===== src/rtl/seg_src_arb.sv =====
// Round-robin display-source arbiter: grants one of three display bundles for a fixed
// dwell period, with rising-edge preemption by the urgent source 0.
module seg_src_arb #(
  parameter int unsigned DWELL_CNT = 50_000_000,
  parameter int unsigned CNT_W     = 26
) (
  input  logic              sys_clk,
  input  logic              sys_rst_n,
  input  logic [2:0]        req,
  input  logic [19:0]       data0,
  input  logic [19:0]       data1,
  input  logic [19:0]       data2,
  input  logic [5:0]        point0,
  input  logic [5:0]        point1,
  input  logic [5:0]        point2,
  input  logic              sign0,
  input  logic              sign1,
  input  logic              sign2,
  input  logic              seg_en0,
  input  logic              seg_en1,
  input  logic              seg_en2,
  output logic [19:0]       data,
  output logic [5:0]        point,
  output logic              sign,
  output logic              seg_en,
  output logic [2:0]        grant,
  output logic              busy
);

  typedef enum logic {StIdle, StHold} state_e;

  localparam logic [CNT_W-1:0] CntLast = CNT_W'(DWELL_CNT - 1);

  state_e           state_q, state_d;
  logic [1:0]       g_q, g_d;
  logic [1:0]       ptr_q, ptr_d;
  logic [CNT_W-1:0] cnt_q, cnt_d;
  logic             req0_q;
  logic [19:0]      data_q, data_d;
  logic [5:0]       point_q, point_d;
  logic             sign_q, sign_d;
  logic             seg_en_q, seg_en_d;
  logic [2:0]       grant_q, grant_d;
  logic             busy_q, busy_d;
  logic [1:0]       pick;

  function automatic logic [1:0] nxt(input logic [1:0] i);
    return (i == 2'd2) ? 2'd0 : i + 2'd1;
  endfunction

  function automatic logic req_at(input logic [2:0] r, input logic [1:0] i);
    logic b;
    case (i)
      2'd0:    b = r[0];
      2'd1:    b = r[1];
      default: b = r[2];
    endcase
    return b;
  endfunction

  // Scan ptr+1, ptr+2, then ptr itself so the last holder is considered last.
  function automatic logic [1:0] rr_pick(input logic [1:0] p, input logic [2:0] r);
    logic [1:0] n1;
    logic [1:0] n2;
    logic [1:0] res;
    n1 = nxt(p);
    n2 = nxt(n1);
    if (req_at(r, n1))      res = n1;
    else if (req_at(r, n2)) res = n2;
    else                    res = p;
    return res;
  endfunction

  function automatic logic [2:0] onehot(input logic [1:0] i);
    logic [2:0] o;
    case (i)
      2'd0:    o = 3'b001;
      2'd1:    o = 3'b010;
      default: o = 3'b100;
    endcase
    return o;
  endfunction

  assign pick = rr_pick(ptr_q, req);

  always_comb begin
    state_d = state_q;
    g_d     = g_q;
    ptr_d   = ptr_q;
    cnt_d   = cnt_q;
    unique case (state_q)
      StIdle: begin
        if (req != 3'b000) begin
          state_d = StHold;
          g_d     = pick;
          ptr_d   = pick;
          cnt_d   = '0;
        end
      end
      StHold: begin
        if (req == 3'b000) begin
          state_d = StIdle;
          cnt_d   = '0;
        end else if (!req_at(req, g_q)) begin
          g_d   = pick;
          ptr_d = pick;
          cnt_d = '0;
        end else if (req[0] && !req0_q && (g_q != 2'd0)) begin
          g_d   = 2'd0;
          ptr_d = 2'd0;
          cnt_d = '0;
        end else if (cnt_q == CntLast) begin
          g_d   = pick;
          ptr_d = pick;
          cnt_d = '0;
        end else begin
          cnt_d = cnt_q + 1'b1;
        end
      end
    endcase
  end

  // Grant follows the new state directly; the bundle is one cycle behind it.
  always_comb begin
    grant_d  = (state_d == StHold) ? onehot(g_d) : 3'b000;
    busy_d   = (state_d == StHold);
    data_d   = '0;
    point_d  = '0;
    sign_d   = 1'b0;
    seg_en_d = 1'b0;
    if (state_q == StHold) begin
      case (g_q)
        2'd0: begin
          data_d   = data0;
          point_d  = point0;
          sign_d   = sign0;
          seg_en_d = seg_en0;
        end
        2'd1: begin
          data_d   = data1;
          point_d  = point1;
          sign_d   = sign1;
          seg_en_d = seg_en1;
        end
        default: begin
          data_d   = data2;
          point_d  = point2;
          sign_d   = sign2;
          seg_en_d = seg_en2;
        end
      endcase
    end
  end

  always_ff @(posedge sys_clk) begin
    if (!sys_rst_n) begin
      state_q  <= StIdle;
      g_q      <= 2'd0;
      ptr_q    <= 2'd2;
      cnt_q    <= '0;
      req0_q   <= 1'b0;
      data_q   <= '0;
      point_q  <= '0;
      sign_q   <= 1'b0;
      seg_en_q <= 1'b0;
      grant_q  <= 3'b000;
      busy_q   <= 1'b0;
    end else begin
      state_q  <= state_d;
      g_q      <= g_d;
      ptr_q    <= ptr_d;
      cnt_q    <= cnt_d;
      req0_q   <= req[0];
      data_q   <= data_d;
      point_q  <= point_d;
      sign_q   <= sign_d;
      seg_en_q <= seg_en_d;
      grant_q  <= grant_d;
      busy_q   <= busy_d;
    end
  end

  assign data   = data_q;
  assign point  = point_q;
  assign sign   = sign_q;
  assign seg_en = seg_en_q;
  assign grant  = grant_q;
  assign busy   = busy_q;

endmodule


===== config.mk =====
export PLATFORM = sky130hd
export DESIGN_NAME = seg_src_arb
export DESIGN_NICKNAME = d
export VERILOG_FILES = /design/src/rtl/seg_src_arb.sv
export SDC_FILE = /design/constraint.sdc
export NUM_CORES = 1
export LEC_CHECK = 0
export ABC_AREA = 1
export ABC_CLOCK_PERIOD_IN_PS = 4550
export BUFFER_PORTS_ARGS = -buffer_cell sky130_fd_sc_hd__buf_4
export CAP_MARGIN = 20
export CORE_ASPECT_RATIO = 1.75
export CORE_MARGIN = 2
export CORE_UTILIZATION = 54
export CTS_CLUSTER_SIZE = 8
export DETAILED_ROUTE_END_ITERATION = 10
export HOLD_SLACK_MARGIN = 0.1
export PLACE_DENSITY = 0.86
export SLEW_MARGIN = 20
export SYNTH_ARGS = -nofsm -noshare
export SYNTH_HDL_FRONTEND = slang
export SYNTH_SLANG_ARGS = --single-unit
export TNS_END_PERCENT = 100

===== constraint.sdc =====
create_clock -name sys_clk -period 4.55 [get_ports sys_clk]
set_clock_uncertainty 0.05 [all_clocks]
set_input_delay 0.91 -clock sys_clk [delete_from_list [all_inputs] [get_ports sys_clk]]
set_output_delay 0.91 -clock sys_clk [all_outputs]
set_load 0.01 [all_outputs]

Word-level counts from Yosys, hierarchy flattened
Index checks and enable logic that the tools add are counted.
Word-level totals
  flip-flop bits (word level): 63
  input port bits: 89
  output and inout bits: 32
Operators by class
  add/sub/neg operators: 3
  equal/unequal tests: 10
  muxes and demuxes: 36
  bitwise logic cells: 1
  reductions and logical operators: 13
Operator list (number)
  $mux W26: 5
  $pmux W26 S2: 1
  $pmux W20 S2: 1
  $mux W2: 14
  $add A26 B1 Y26 const B: 1
  $eq A26 B26 Y1 const B: 1
  $pmux W1 S2: 6
  $pmux W6 S2: 1
  $eq A2 B1 Y1 const B: 4
  $logic_not A2 Y1: 4
  $pmux W2 S2: 2
  $pmux W3 S2: 1
  $mux W1: 5
  $add A2 B1 Y2 const B: 2
  $eq A2 B2 Y1 const B: 2
  $ne A2 B2 Y1 const B: 2
  $ne A4 B4 Y1 const B: 1
  $reduce_and A2 Y1: 2
  $logic_not A3 Y1: 1
  $reduce_and A3 Y1: 1
  $reduce_bool A3 Y1: 1
  $logic_and A1 B1 Y1: 2
  $reduce_bool A2 Y1: 1
  $logic_not A1 Y1: 1
  $not A1 Y1: 1

Depth between registers and ports, before layout
  depth after elaboration: 16
  gate-level depth with buffers: 12
  mapped depth without buffers: 12

Least setup slack after synthesis
Ideal clock, no wire load.
  kind: in2reg
  from: input req[0]
  to: register cnt_q[5]
  library setup time: 0.070 ns
  data arrival time: 1.852 ns
  data required time: 4.430 ns
  path slack: 2.578 ns
  stages: 9
  path buffers: 1
  cell sequence: inv_1 -> nor2_1 -> o21ai_0 -> nand2_1 -> nor2_2 -> nand2_2 -> buf_6 -> or2_0 -> a21oi_1
Between the ends
  cells in the longest elaborated chain, start to end: 6
  elaborated cells between the ends (all ways): 12
  classes of those cells: 1 x eq/ne; 7 x mux; 4 x reduce/logical
RTL lines
  start: declaration: line 9  | input logic [2:0] req,
  $pmux W1 S2 or $logic_and A1 B1 Y1 (tied branches): line 53, 108
  $mux W1 or $logic_and A1 B1 Y1 (tied branches): line 101, 108
  $mux W1 or $mux W26 (tied branches): line 91, 108
  $mux W26: line 104  | end else if (!req_at(req, g_q)) begin
  $mux W26: line 101  | if (req == 3'b000) begin
  $pmux W26 S2: line 91  | unique case (state_q)
  end signal: assignment: line 172  | cnt_q <= cnt_d;
  end: declaration: line 37  | logic [CNT_W-1:0] cnt_q, cnt_d;
Several ways; a longest one is shown, not always the timed one. The select of a mux whose other input is x is not followed.
A chain may end at the register's enable or synchronous reset.

Worst setup path in the final report
  from: input req[2]
  to: register cnt_q[14]
Between the ends
  cells in the longest elaborated chain, start to end: 6
  elaborated cells between the ends (all ways): 9
  classes of those cells: 1 x eq/ne; 6 x mux; 2 x reduce/logical
RTL lines
  $pmux W1 S2: line 53  | case (i)
  $mux W1: line 101
  $mux W1: line 91
  $mux W26: line 104
  $mux W26: line 101
  $pmux W26 S2: line 91
Several ways; a longest one is shown, not always the timed one. The select of a mux whose other input is x is not followed.

==> impl_metrics.json <==
{
  "die_w_um": 63.47,
  "relSlewSlack_pct": 36.53,
  "setup_viol": 0,
  "cts.clk_slew.worst_paths_ns": 0.07,
  "nets": 715,
  "r2r_start": "g_q[1]",
  "h-tree-depth": 3,
  "row_count": 37,
  "maxSlewViolCount": 0,
  "antennaDiodeCount": 0,
  "synth.avg_cell_area_um2": 6.527,
  "areaGrowthSynthToFinish_pct": 34.48,
  "synth_edf_count": 0,
  "start_util_pct": 56.40,
  "crit_path_end": "cnt_q[14]",
  "yosysMostFrequentCell": "nand2_1",
  "path_common_cell": "inv_1",
  "first_pass_iters": 5,
  "yosysSeqAreaShare_pct": 37.74,
  "gp_congestion": 0.9237,
  "met3_usage_pct": 9.573,
  "cts_buffers": 9,
  "crit_required_ns": 4.78,
  "clock_sinks": 63,
  "leakage_nw": 2.199,
  "ctsResizeCount": 0,
  "synth.distinct_cells": 31,
  "port_buffers": 120,
  "r2r.worst_path.cells": 9,
  "die_area_um2": 6859,
  "setup.worst_path.class": "in2reg",
  "drive_gt1_share_pct": 28.73,
  "rsz0062_at_grt": "false",
  "synth.area.top_cells": "dfxtp_1 38%, nand2_1 17%, nand3_1 7.9%",
  "status": "finished clean",
  "grt.busiest_layer": "met2",
  "r2r-end": "cnt_q[18]",
  "gr-usage-met1_pct": 30.21,
  "grt_use_total_pct": 30.59,
  "drt_wl_total_mm": 10.21,
  "ff2ff_setup_slack_ns": 2.11,
  "cts_tree": "yes",
  "final_cells": 708,
  "antenna_found_initial": 0,
  "yosys_warnings": 0,
  "die_y_um": 108.1,
  "place_inst": 692,
  "clock_latency_ns": 0.35,
  "syn_area_um2": 3342,
  "synth_commonest_cells": "152 x nand2_1, 65 x inv_1, 63 x dfxtp_1",
  "final.setup.tns_ns": 0,
  "async_reset_ff_share_pct": 0,
  "routedWlPerCell_um": 14.42,
  "slowest_stage": "nor2_1",
  "hold_violations": 0,
  "post_cts_buffers": 0,
  "synth_top_area_share_pct": 37.74,
  "drc": 0,
  "vias": 3842,
  "peakVddDrop_mv": 0.2708,
  "clockBufferDepth": 2,
  "cts-root-buf": "clkbuf_8",
  "io_pins": 121,
  "core_um2": 5926,
  "power.density_nw_per_um2": 328.7,
  "tightest_slew_ns": 0.9498,
  "drt_iter0_markers": 253,
  "end_kind": "register",
  "startpoint_type": "primary input",
  "fmax_ghz": 0.4052,
  "startpoint": "req[2]",
  "cp_slowest_stage_delay_ns": 0.65,
  "path_cells": "buf_4 -> nor3_2 -> inv_1 -> nor2_1 -> inv_1 -> o21ai_0 -> nand2_1 -> a21oi_1",
  "maxCapViolCount": 0,
  "ys_seq_elements": 63,
  "cts_hold_buffers": 0,
  "fin_hold_ws_ns": 0.4165,
  "vias_per_cell": 5.427,
  "fillers": 488,
  "syn_nets": 602,
  "worst-path-max-fanout": 11,
  "min_period_ns": 2.468,
  "overflow": 0,
  "critPathArrivalTime_ns": 2.69,
  "yosysTopAreaCell": "dfxtp_1",
  "timing.final.crit_share_pct": 54.24,
  "dp_hpwl_mm": 7.572,
  "ant_nets": 0,
  "grt_max_degree": 34,
  "synth_top_flop_cell": "dfxtp_1",
  "min_path_type": "reg2reg",
  "grt_pass1_vias": 3835,
  "synthCells": 512,
  "grtUsageMet2_pct": 55.26,
  "grt_pass1_wl_mm": 16.48
}
kinds of logic after synthesis:
logic type | after synthesis | share of synthesized area (%)
flops | 63 | 37.74
compound gates | 82 | 15.72
xor+xnor | 5 | 1.310
simple gates | 271 | 34.11
buf+inv | 90 | 10.74
fa+ha+maj | 1 | 0.3743
worst min-delay path by stage:
stage | start | to | slack (ns) | cells past startpoint
floorplan | cnt_q[25] | cnt_q[25] | 0.39 | 2
global placement | cnt_q[25] | cnt_q[25] | 0.40 | 2
detailed placement | cnt_q[25] | cnt_q[25] | 0.41 | 2
CTS | cnt_q[25] | cnt_q[25] | 0.42 | 2
global route | cnt_q[25] | cnt_q[25] | 0.45 | 2
finish | cnt_q[25] | cnt_q[25] | 0.42 | 2
cell usage in the layout (no fill, tap or decap), drive strengths merged:
master  count
nand2     154
buf       123
inv        68
dfxtp      63
nand3      53
nor2       50
a21oi      29
a31o       28
o21ai      21
clkbuf     14
nand4       6
nor3        5
xor2        4
o21a        2
clkinv      2
or2         2
nand3b      1
a21boi      1
o211ai      1
xnor2       1
ha          1
bufinv      1
per-layer routing:
metal  share of wire [%]  vias to the layer above  wire length [um]
met5                   0                        -                 0
met4                 5.3                        0               545
met3                 7.8                       47               798
met2                  52                      181              5310
met1                  35                     1742              3554
li1                    -                     1872                 -
worst max-delay path, delay by kind of cell:
kind / cells / cell delay [ns]
and+or+nand+nor: 3 / 1.01
buffers and inverters: 3 / 0.52
AOI/OAI and AO/OA: 2 / 0.26
area by class of cell:
class                           instances  area (um2)  area share (%)
Timing Repair Buffer                  123       923.4           20.55
Clock inverter                          2       35.03          0.7795
Clock buffer                           14       192.7           4.287
Multi-Input combinational cell        359        1724           38.36
Sequential cell                        63        1262           28.09
Inverter                               69       259.0           5.763
Tap cell                               78       97.59           2.171
sequential cells by signal (all words and copies together) (netlist names), 2 cells and up:
register / cells
ptr_q: 2
g_q: 2
grant: 3
cnt_q: 26
point: 6
data: 20
power by group:
part | switching, mW | total [mW] | leakage, nW | internal (mW)
combinational | 0.177 | 0.322 | 1.57 | 0.146
clock | 0.214 | 0.541 | 0.119 | 0.327
sequential | 0.0295 | 0.614 | 0.514 | 0.585
per-stage QoR:
step                      total power, mW  cell area, um2  utilization (%)  setup WS [ns]
final                               1.477            4494            75.84          2.082
after global routing                1.541            4494            75.84          1.889
after CTS                           1.480            4494            75.84          2.135
after detailed placement           0.9449            4267            72.00          1.777
after global placement             0.9374            4265            71.98          1.848
after floorplan                    0.8027            3342                -          2.578
No activity file was read; power rests on OpenSTA's default activity.
